### src/rtl/multicycle_ctrl.sv
// multicycle_ctrl: control FSM for a multicycle RV32I datapath.
// Sequences fetch/decode/exec/mem/wb with bounded memory handshakes.
module multicycle_ctrl #(
  parameter int MEM_TIMEOUT = 255
) (
  input  logic        clk,
  input  logic        reset,
  input  logic        imem_ready,
  input  logic [6:0]  opcode,
  input  logic [4:0]  rd,
  input  logic        br_taken,
  input  logic        dmem_ready,
  output logic        imem_req,
  output logic        ir_we,
  output logic        dmem_req,
  output logic        dmem_we,
  output logic        rf_we,
  output logic        pc_we,
  output logic [1:0]  pc_sel,
  output logic [1:0]  wb_sel,
  output logic [2:0]  state,
  output logic        illegal,
  output logic        bus_err,
  output logic [31:0] instret
);

  localparam int CW =
    (MEM_TIMEOUT < 1) ? 1 : $clog2(MEM_TIMEOUT + 1);
  localparam logic [CW-1:0] TMO = CW'(MEM_TIMEOUT);

  typedef enum logic [2:0] {
    S_FETCH  = 3'd0,
    S_DECODE = 3'd1,
    S_EXEC   = 3'd2,
    S_MEM    = 3'd3,
    S_WB     = 3'd4,
    S_HALT   = 3'd5
  } state_t;

  typedef enum logic [3:0] {
    C_NONE, C_R, C_IALU, C_LOAD, C_STORE,
    C_BR, C_JAL, C_JALR, C_LUI, C_AUIPC, C_FENCE
  } cls_t;

  state_t        cur;
  state_t        nxt;
  cls_t          cls;
  cls_t          cls_nx;
  cls_t          dec;
  logic [CW-1:0] wcnt;
  logic [CW-1:0] wcnt_nx;
  logic          ill_nx;
  logic          berr_nx;
  logic          ret;
  logic          timeout;

  assign state   = cur;
  assign timeout = (wcnt == TMO);

  always_comb begin
    dec = C_NONE;
    case (opcode)
      7'b0110011: dec = C_R;
      7'b0010011: dec = C_IALU;
      7'b0000011: dec = C_LOAD;
      7'b0100011: dec = C_STORE;
      7'b1100011: dec = C_BR;
      7'b1101111: dec = C_JAL;
      7'b1100111: dec = C_JALR;
      7'b0110111: dec = C_LUI;
      7'b0010111: dec = C_AUIPC;
      7'b0001111: dec = C_FENCE;
      default:    dec = C_NONE;
    endcase
  end

  always_comb begin
    nxt      = cur;
    cls_nx   = cls;
    wcnt_nx  = wcnt;
    ill_nx   = illegal;
    berr_nx  = bus_err;
    ret      = 1'b0;
    imem_req = 1'b0;
    ir_we    = 1'b0;
    dmem_req = 1'b0;
    dmem_we  = 1'b0;
    rf_we    = 1'b0;
    pc_we    = 1'b0;
    pc_sel   = 2'b00;
    wb_sel   = 2'b00;

    case (cur)
      S_FETCH: begin
        imem_req = 1'b1;
        if (imem_ready) begin
          ir_we = 1'b1;
          nxt   = S_DECODE;
        end else if (timeout) begin
          berr_nx = 1'b1;
          nxt     = S_HALT;
        end else begin
          wcnt_nx = wcnt + CW'(1);
        end
      end

      S_DECODE: begin
        cls_nx = dec;
        if (dec == C_NONE) begin
          ill_nx = 1'b1;
          nxt    = S_HALT;
        end else begin
          nxt = S_EXEC;
        end
      end

      S_EXEC: begin
        case (cls)
          C_LOAD, C_STORE: begin
            wcnt_nx = '0;
            nxt     = S_MEM;
          end
          C_BR: begin
            pc_we   = 1'b1;
            pc_sel  = br_taken ? 2'b01 : 2'b00;
            ret     = 1'b1;
            wcnt_nx = '0;
            nxt     = S_FETCH;
          end
          C_FENCE: begin
            pc_we   = 1'b1;
            ret     = 1'b1;
            wcnt_nx = '0;
            nxt     = S_FETCH;
          end
          C_NONE:  nxt = S_HALT;
          default: nxt = S_WB;
        endcase
      end

      S_MEM: begin
        dmem_req = 1'b1;
        dmem_we  = (cls == C_STORE);
        if (dmem_ready) begin
          if (cls == C_STORE) begin
            pc_we   = 1'b1;
            ret     = 1'b1;
            wcnt_nx = '0;
            nxt     = S_FETCH;
          end else begin
            nxt = S_WB;
          end
        end else if (timeout) begin
          berr_nx = 1'b1;
          nxt     = S_HALT;
        end else begin
          wcnt_nx = wcnt + CW'(1);
        end
      end

      S_WB: begin
        rf_we   = (rd != 5'd0);
        pc_we   = 1'b1;
        ret     = 1'b1;
        wcnt_nx = '0;
        nxt     = S_FETCH;
        case (cls)
          C_LOAD:  wb_sel = 2'b01;
          C_JAL:   wb_sel = 2'b10;
          C_JALR:  wb_sel = 2'b10;
          default: wb_sel = 2'b00;
        endcase
        case (cls)
          C_JAL:   pc_sel = 2'b01;
          C_JALR:  pc_sel = 2'b10;
          default: pc_sel = 2'b00;
        endcase
      end

      S_HALT:  nxt = S_HALT;
      default: nxt = S_HALT;
    endcase

    // a reset cycle aborts whatever the current state was doing
    if (reset) begin
      imem_req = 1'b0;
      ir_we    = 1'b0;
      dmem_req = 1'b0;
      dmem_we  = 1'b0;
      rf_we    = 1'b0;
      pc_we    = 1'b0;
      pc_sel   = 2'b00;
      wb_sel   = 2'b00;
    end
  end

  always_ff @(posedge clk) begin
    if (reset) begin
      cur     <= S_FETCH;
      cls     <= C_NONE;
      wcnt    <= '0;
      instret <= '0;
      illegal <= 1'b0;
      bus_err <= 1'b0;
    end else begin
      cur     <= nxt;
      cls     <= cls_nx;
      wcnt    <= wcnt_nx;
      illegal <= ill_nx;
      bus_err <= berr_nx;
      if (ret) instret <= instret + 32'd1;
    end
  end

endmodule

### config.mk
export PLATFORM = sky130hd
export DESIGN_NAME = multicycle_ctrl
export DESIGN_NICKNAME = d
export VERILOG_FILES = /design/src/rtl/multicycle_ctrl.sv
export SDC_FILE = /design/constraint.sdc
export NUM_CORES = 1
export LEC_CHECK = 0
export CAP_MARGIN = 0
export CORE_ASPECT_RATIO = 0.7
export CORE_MARGIN = 2
export CORE_UTILIZATION = 50
export CTS_CLUSTER_SIZE = 10
export DETAILED_ROUTE_END_ITERATION = 12
export PLACE_DENSITY = 0.79
export SYNTH_ARGS = -nofsm -noshare
export SYNTH_HDL_FRONTEND = slang
export SYNTH_SLANG_ARGS = --single-unit
export TNS_END_PERCENT = 5
### constraint.sdc
create_clock -name clk -period 2.8 [get_ports clk]
set_input_delay 0.56 -clock clk [delete_from_list [all_inputs] [get_ports clk]]
set_output_delay 0.56 -clock clk [all_outputs]
set_load 0.05 [all_outputs]
# After elaboration in Yosys (flattened, before gate mapping)

Index checks and enable logic that the tools add are counted.

Output and inout port bits: 47
Bits of input ports: 17
Bits in registers: 49
Logic and storage cells: 88

Add/subtract/negate cells: 2
Equal/unequal tests: 25
Reduce and logical (&&, ||, !) cells: 13
Muxes and demuxes: 42

Operators by type and width:

| kind                                                                   | count |
|---|---|
| 8-bit two-way mux                                                      | 5 |
| 4-bit case mux with 10 select lines                                    | 1 |
| 32-bit by 1-bit adder with 32-bit output (second input constant)       | 1 |
| 8-bit case mux with 4 select lines                                     | 1 |
| 7-bit by 6-bit equality test with 1-bit output (second input constant) | 3 |
| 7-bit equality test (second input constant)                            | 3 |
| 1-bit two-way mux                                                      | 20 |
| 4-bit by 3-bit equality test with 1-bit output (second input constant) | 4 |
| 3-bit two-way mux                                                      | 5 |
| 3-bit case mux with 5 select lines                                     | 1 |
| 7-bit by 5-bit equality test with 1-bit output (second input constant) | 2 |
| 2-bit case mux with 2 select lines                                     | 3 |
| 3-bit case mux with 3 select lines                                     | 1 |
| 8-bit by 1-bit adder with 8-bit output (second input constant)         | 1 |
| 8-bit equality test (second input constant)                            | 1 |
| 4-bit logical NOT                                                      | 2 |
| 7-bit by 2-bit equality test with 1-bit output (second input constant) | 1 |
| 7-bit by 4-bit equality test with 1-bit output (second input constant) | 1 |
| 3-bit by 2-bit equality test with 1-bit output (second input constant) | 2 |
| 2-bit two-way mux                                                      | 3 |
| 2-bit != test (second input constant)                                  | 3 |
| 2-bit OR reduction                                                     | 3 |
| 5-bit nonzero test                                                     | 1 |
| 4-bit by 2-bit equality test with 1-bit output (second input constant) | 1 |
| 13 further kinds                                                       | 13 |

# Logic depth before layout (Yosys ltp)

Gate-level depths: netlist (run 1).

Word-level depth: 5
Gate-level depth with buffers: 7
Depth with buffers taken out: 6

# Worst setup path before layout (run 1)

OpenSTA, ideal clock, no wires.

Path kind: register -> output
From: register cur[2], in the netlist state[2]
To: output port ir_we
Setup slack: -0.668 ns
Cell stages (with the launch flop): 4
Data required time: 2.240 ns
Buffers on the path: 1
Arrival time: 2.908 ns
Path through: dfxtp_1 -> buf_4 -> nor4_1 -> and2_1

Cells in the longest elaborated chain, start to end: 3

Ends and longest elaborated chain:

| what                   | line | source |
|---|---|---|
| start, declared        | 45   | `state_t cur;` |
| start signal, assigned | 206  | `cur <= nxt;` |
| 3-bit logical NOT      | 93   | `case (cur)` |
| 1-bit two-way mux      | 93   |  |
| 1-bit two-way mux      | 185  | `if (reset) begin` |
| end, declared          | 14   | `output logic ir_we,` |

No other way between the ends.

# Worst setup path after layout (run 1)

From: register cur[0], in the netlist state[0]
To: output port pc_sel[0]

Cells in the longest elaborated chain, start to end: 3
Elaborated cells between the ends (all ways): 4

Ends and longest elaborated chain:

| what                                                                                         | line | source |
|---|---|---|
| 3-bit equality test / 3-bit by 2-bit equality test with 1-bit output (equally long branches) | 93   |  |
| 2-bit case mux with 2 select lines (*)                                                       | 93   |  |
| 2-bit two-way mux (*)                                                                        | 185  |  |
| end, declared                                                                                | 19   | `output logic [1:0] pc_sel,` |

Every way passes the cells marked *; elsewhere a longest branch is shown, timed or not.

==> results.md, run 1 <==
Die:
- The horizontal extent of the die is 94.6 um.
- Row generation in the floorplan step produced 23 rows.
- The floorplan step defined a die boundary enclosing 0.00638 mm^2.
- For this configuration, the core starts out at a cell density of 51.0%.
- The top-level I/O count is 64.
- The floorplan step set the die height to 67.4 um.
- In this run the standard cell core region covers 0.00564 mm^2.

Place:
- At the end of routability-driven placement, the weighted congestion stood at 0.860.
- The number of port buffers is 63.
- Detailed placement finished with a half-perimeter wire length of 5.24 mm.
- The worst slack at placement is 262 ps.

STA:
- The final critical path takes up 93.3% of the cycle.
- The worst path in the final design needs a cycle of 2610 ps, including I/O delays and setup.
- The final count of hold timing violations is 0.
- Hold is met by 455 ps.
- Headroom to the max-slew limit came out at 52.3%.
- The aggregate negative setup slack is 0 ps.
- The measured slew at the worst slew-check pin is 697 ps.
- Setup violations remaining at the end of the flow were counted as 0.
- The final worst setup slack is 188 ps.
- The clock skew after layout is 6.88 ps.
- Derived from the worst setup path, the maximum achievable clock frequency is 0.383 GHz.
- Setup repair after global routing left no endpoint under its margin.
- The total count of max-transition violations in the final report was 0.

Routing:
- The first-pass iteration count of the detailed router is 5.
- The initial DRC count is 211.
- In this run the remaining antenna-violating nets after routing total 0.
- The count of vias placed by the detailed router is 2868.
- Dividing the detail-routed via count by the number of cells gives 5.87.
- In the final routed layout, each cell accounts on average for 14.7 um.
- Wires add up to 7.19 mm.
- In the routed design, unresolved DRC markers number 0.

Layout:
- In the final layout, the multi-input gates occupy 0.00175 mm^2.
- Leaving out fill and tap cells, the most frequent cells in the layout are sky130_fd_sc_hd__clkdlybuf4s50_1 (52), sky130_fd_sc_hd__dfxtp_1 (49), sky130_fd_sc_hd__nor2_1 (43).
- Summing all flip-flop and latch instances after layout gives 981 um^2.
- The area growth from synthesis to layout is 28.2%.
- The diode insertion count for antenna repair is 0.
- The share of final-layout standard cells stronger than drive strength 1 is 10.1%.
- The fill cell total of the finished layout is 500.
- The library cell used most frequently in the layout, excluding fill and tap cells, is sky130_fd_sc_hd__clkdlybuf4s50_1.
- After the last flow step, the layout net total stands at 433.

Setup path:
- The worst path arrival time is 2050 ps.
- On the critical path the largest part of the delay comes from simple AND/OR/NAND/NOR gates.
- The critical path's slowest cell is sky130_fd_sc_hd__dfxtp_1.
- The endpoint required time on the critical path is 2240 ps.
- The total number of cells along the worst setup path is 6.
- The delay of the slowest cell on the worst path is 460 ps.
- The signal on the critical path passes through nor2_1 -> nand2_1 -> nor3_1 -> nand3_1 -> o21ai_0 -> buf_12.
- The endpoint type of the worst setup path is an output port.
- In this run the worst path has a maximum fanout of 12.
- The worst setup path is of the reg -> out kind.
- The launching element type of the critical path is a flop.
- The worst-case reg-to-reg path depth is 5.
- Together, buffers and inverters on the worst path number 1.

Clock network:
- At the later pin of the worst-skew pair, clock insertion delay measures 300 ps.
- The hold-fix buffer count after cts is 0.
- The total clock sinks is 49.
- The cell sitting at the root of the clock tree is a sky130_fd_sc_hd__clkbuf_8.
- Clock tree synthesis inserted a total of 5 buffers.
- The clock edge transition at the registers on the reported setup and hold paths is 80 ps.
- The post-cts repair resize count is 0.
- The clock tree buffer depth is 2.
- The post-CTS setup-driven buffer insertion count is 0.
- TritonCTS built the clock tree.
- The H-tree level count is 2.

Yosys:
- The count of flip-flops with a built-in enable after synthesis is 0.
- The main flop type after synthesis is sky130_fd_sc_hd__dfxtp_1.
- Sequential cells were found to cover 34.1% of the synthesized design area.
- The mean post-synth cell area is 8.01 um^2.
- The post-synthesis net count is 378.
- Yosys attributes the largest share of cell area to sky130_fd_sc_hd__dfxtp_1 (34%), sky130_fd_sc_hd__a21oi_1 (6.3%), sky130_fd_sc_hd__nor2_1 (5.6%), sky130_fd_sc_hd__xnor2_1 (4.6%), sky130_fd_sc_hd__nand3_1 (3.7%).
- In the synthesized netlist the async set-or-reset flop fraction comes to 0%.
- The area share of the leading cell type in the synthesized netlist is 34.1%.
- sky130_fd_sc_hd__dfxtp_1 takes more of the synthesized area than any other cell.
- Synthesis handed over a netlist of 359 instances.
- The synthesized netlist occupies a cell area of 0.00287 mm^2.
- The number of library cell types mapped by synthesis is 62.
- The number of warnings reported in the yosys synthesis log is 0.
- The synthesis-stage register bit count is 49.

Min path:
- The class of the tightest hold or removal check is reg -> reg.
- The worst hold path passes through 2 cells.

Pwr:
- The net switching power is 0.000627 W.
- In this run the power density over the cells is 475 mW/mm^2.
- Of the total power, the share spent switching nets is 35.9%.
- The portion of total power attributed to the clock network is 24.7%.
- The maximum vdd drop is 363 uV.
- The fraction of power consumed by combinational cells is 29.2%.
- The static power due to leakage is 1.15 nW.
- Sequential cells account for 46.1% of the total power.
- Cell internal power was estimated by the tool at 0.00112 W.

Global routing:
- Global routing consumed, over all layers together, 23.1% of the routing resources.
- Entering global routing, the biggest net connects 23 pins.
- Global routing finished with a remaining overflow of 0.
- The via count of the first global-routing pass is 2503.
- The first global-routing pass estimated 11.8 mm of wire.
- The initial antenna violation count was 0.

Flow run:
- The total of max-cap violations is 0.

Outcome:
- The run finished with clean final reports.
-- power groups by stage --
stage	registers [W]	logic [W]	clock network, W
floorplan	0.000837	0.000350	0
global placement	0.000820	0.000497	0
detailed placement	0.000822	0.000503	0
CTS	0.000805	0.000506	0.000438
global route	0.000816	0.000552	0.000467
finish	0.000807	0.000510	0.000432
-- Yosys cell counts, types with 3 or more instances --
library cell	instances
sky130_fd_sc_hd__or3_1	7
sky130_fd_sc_hd__xnor2_1	15
sky130_fd_sc_hd__inv_1	12
sky130_fd_sc_hd__a31oi_1	3
sky130_fd_sc_hd__a2111oi_1	4
sky130_fd_sc_hd__dfxtp_1	49
sky130_fd_sc_hd__o31ai_1	7
sky130_fd_sc_hd__and2_1	3
sky130_fd_sc_hd__nor4_1	6
sky130_fd_sc_hd__a211oi_1	3
sky130_fd_sc_hd__nor2b_1	4
sky130_fd_sc_hd__o21ai_0	14
sky130_fd_sc_hd__a21oi_1	36
sky130_fd_sc_hd__clkbuf_1	10
sky130_fd_sc_hd__or4_1	10
sky130_fd_sc_hd__nand3b_1	3
sky130_fd_sc_hd__nand3_1	21
sky130_fd_sc_hd__a2111oi_0	3
sky130_fd_sc_hd__and3_1	3
sky130_fd_sc_hd__nand2b_1	6
sky130_fd_sc_hd__buf_2	5
sky130_fd_sc_hd__and4_1	4
sky130_fd_sc_hd__nor2_1	43
sky130_fd_sc_hd__buf_1	4
sky130_fd_sc_hd__nor3_1	11
sky130_fd_sc_hd__nand4_1	12
sky130_fd_sc_hd__nand2_1	17
-- metal layers --
metal / track usage [%] / up-vias / part of all wire, %
met5: 0 / - / 0
met4: 4.17 / 0 / 0.46
met3: 6.14 / 4 / 7.0
met2: 34.9 / 102 / 44
met1: 33.4 / 1322 / 48
li1: - / 1440 / -
-- metrics by stage --
step / total power, W / std cells / util (%) / cell area, um^2
floorplan: 0.00119 / 359 / - / 2890
global placement: 0.00132 / 482 / 63.7 / 3590
detailed placement: 0.00133 / 482 / 63.7 / 3590
CTS: 0.00175 / 489 / 65.3 / 3680
global route: 0.00183 / 489 / 65.3 / 3680
finish: 0.00175 / 489 / 65.3 / 3680
-- worst min-delay path: stages, from the launching register on --
cell and delay [ps]:
sky130_fd_sc_hd__dfxtp_1 320, sky130_fd_sc_hd__inv_1 50, sky130_fd_sc_hd__a21oi_1 50
-- sequential cells by signal, indices dropped and copies added, names as in the netlist --
signal / cells
state: 3
illegal: 1
wcnt: 8
bus_err: 1
instret: 32
cls: 4
-- cell families (layout without fill, tap and decap cells) --
kind of cell,after synthesis,in the layout,synth area share [%]
fa+ha+maj,2,2,0.871
compound gates,91,91,21.9
buf+inv,35,90,5.57
simple gates,161,161,30.8
mux,4,4,1.52
flops,49,49,34.1
xor+xnor,17,17,5.18
-- final timing paths --
path	start	to	slack [ps]
hold reg to reg	illegal	illegal	450
hold / removal	illegal	illegal	450
setup / recovery	state[0]	pc_sel[0]	190
setup reg to reg	instret[11]	instret[31]	360
-- layout make-up --
type / instances / share of cell area, %
tap: 75 / 2.55
multi-input combinational: 275 / 47.5
sequential: 49 / 26.6
inverter: 12 / 1.22
clock inverter: 1 / 0.204
timing repair buffer: 71 / 19.6
clock buffer: 6 / 2.24
Power figures use the tool's default switching activity.
==> run 2, diff against run 1 <==
--- a/config.mk
+++ b/config.mk
@@ -12,6 +12,7 @@
 export CTS_CLUSTER_SIZE = 10
 export DETAILED_ROUTE_END_ITERATION = 12
 export PLACE_DENSITY = 0.79
+export SLEW_MARGIN = 20
 export SYNTH_ARGS = -nofsm -noshare
 export SYNTH_HDL_FRONTEND = slang
 export SYNTH_SLANG_ARGS = --single-unit
==> results of run 2 <==
Same layout as run 1: the final DEF is identical, and so are final timing and power.
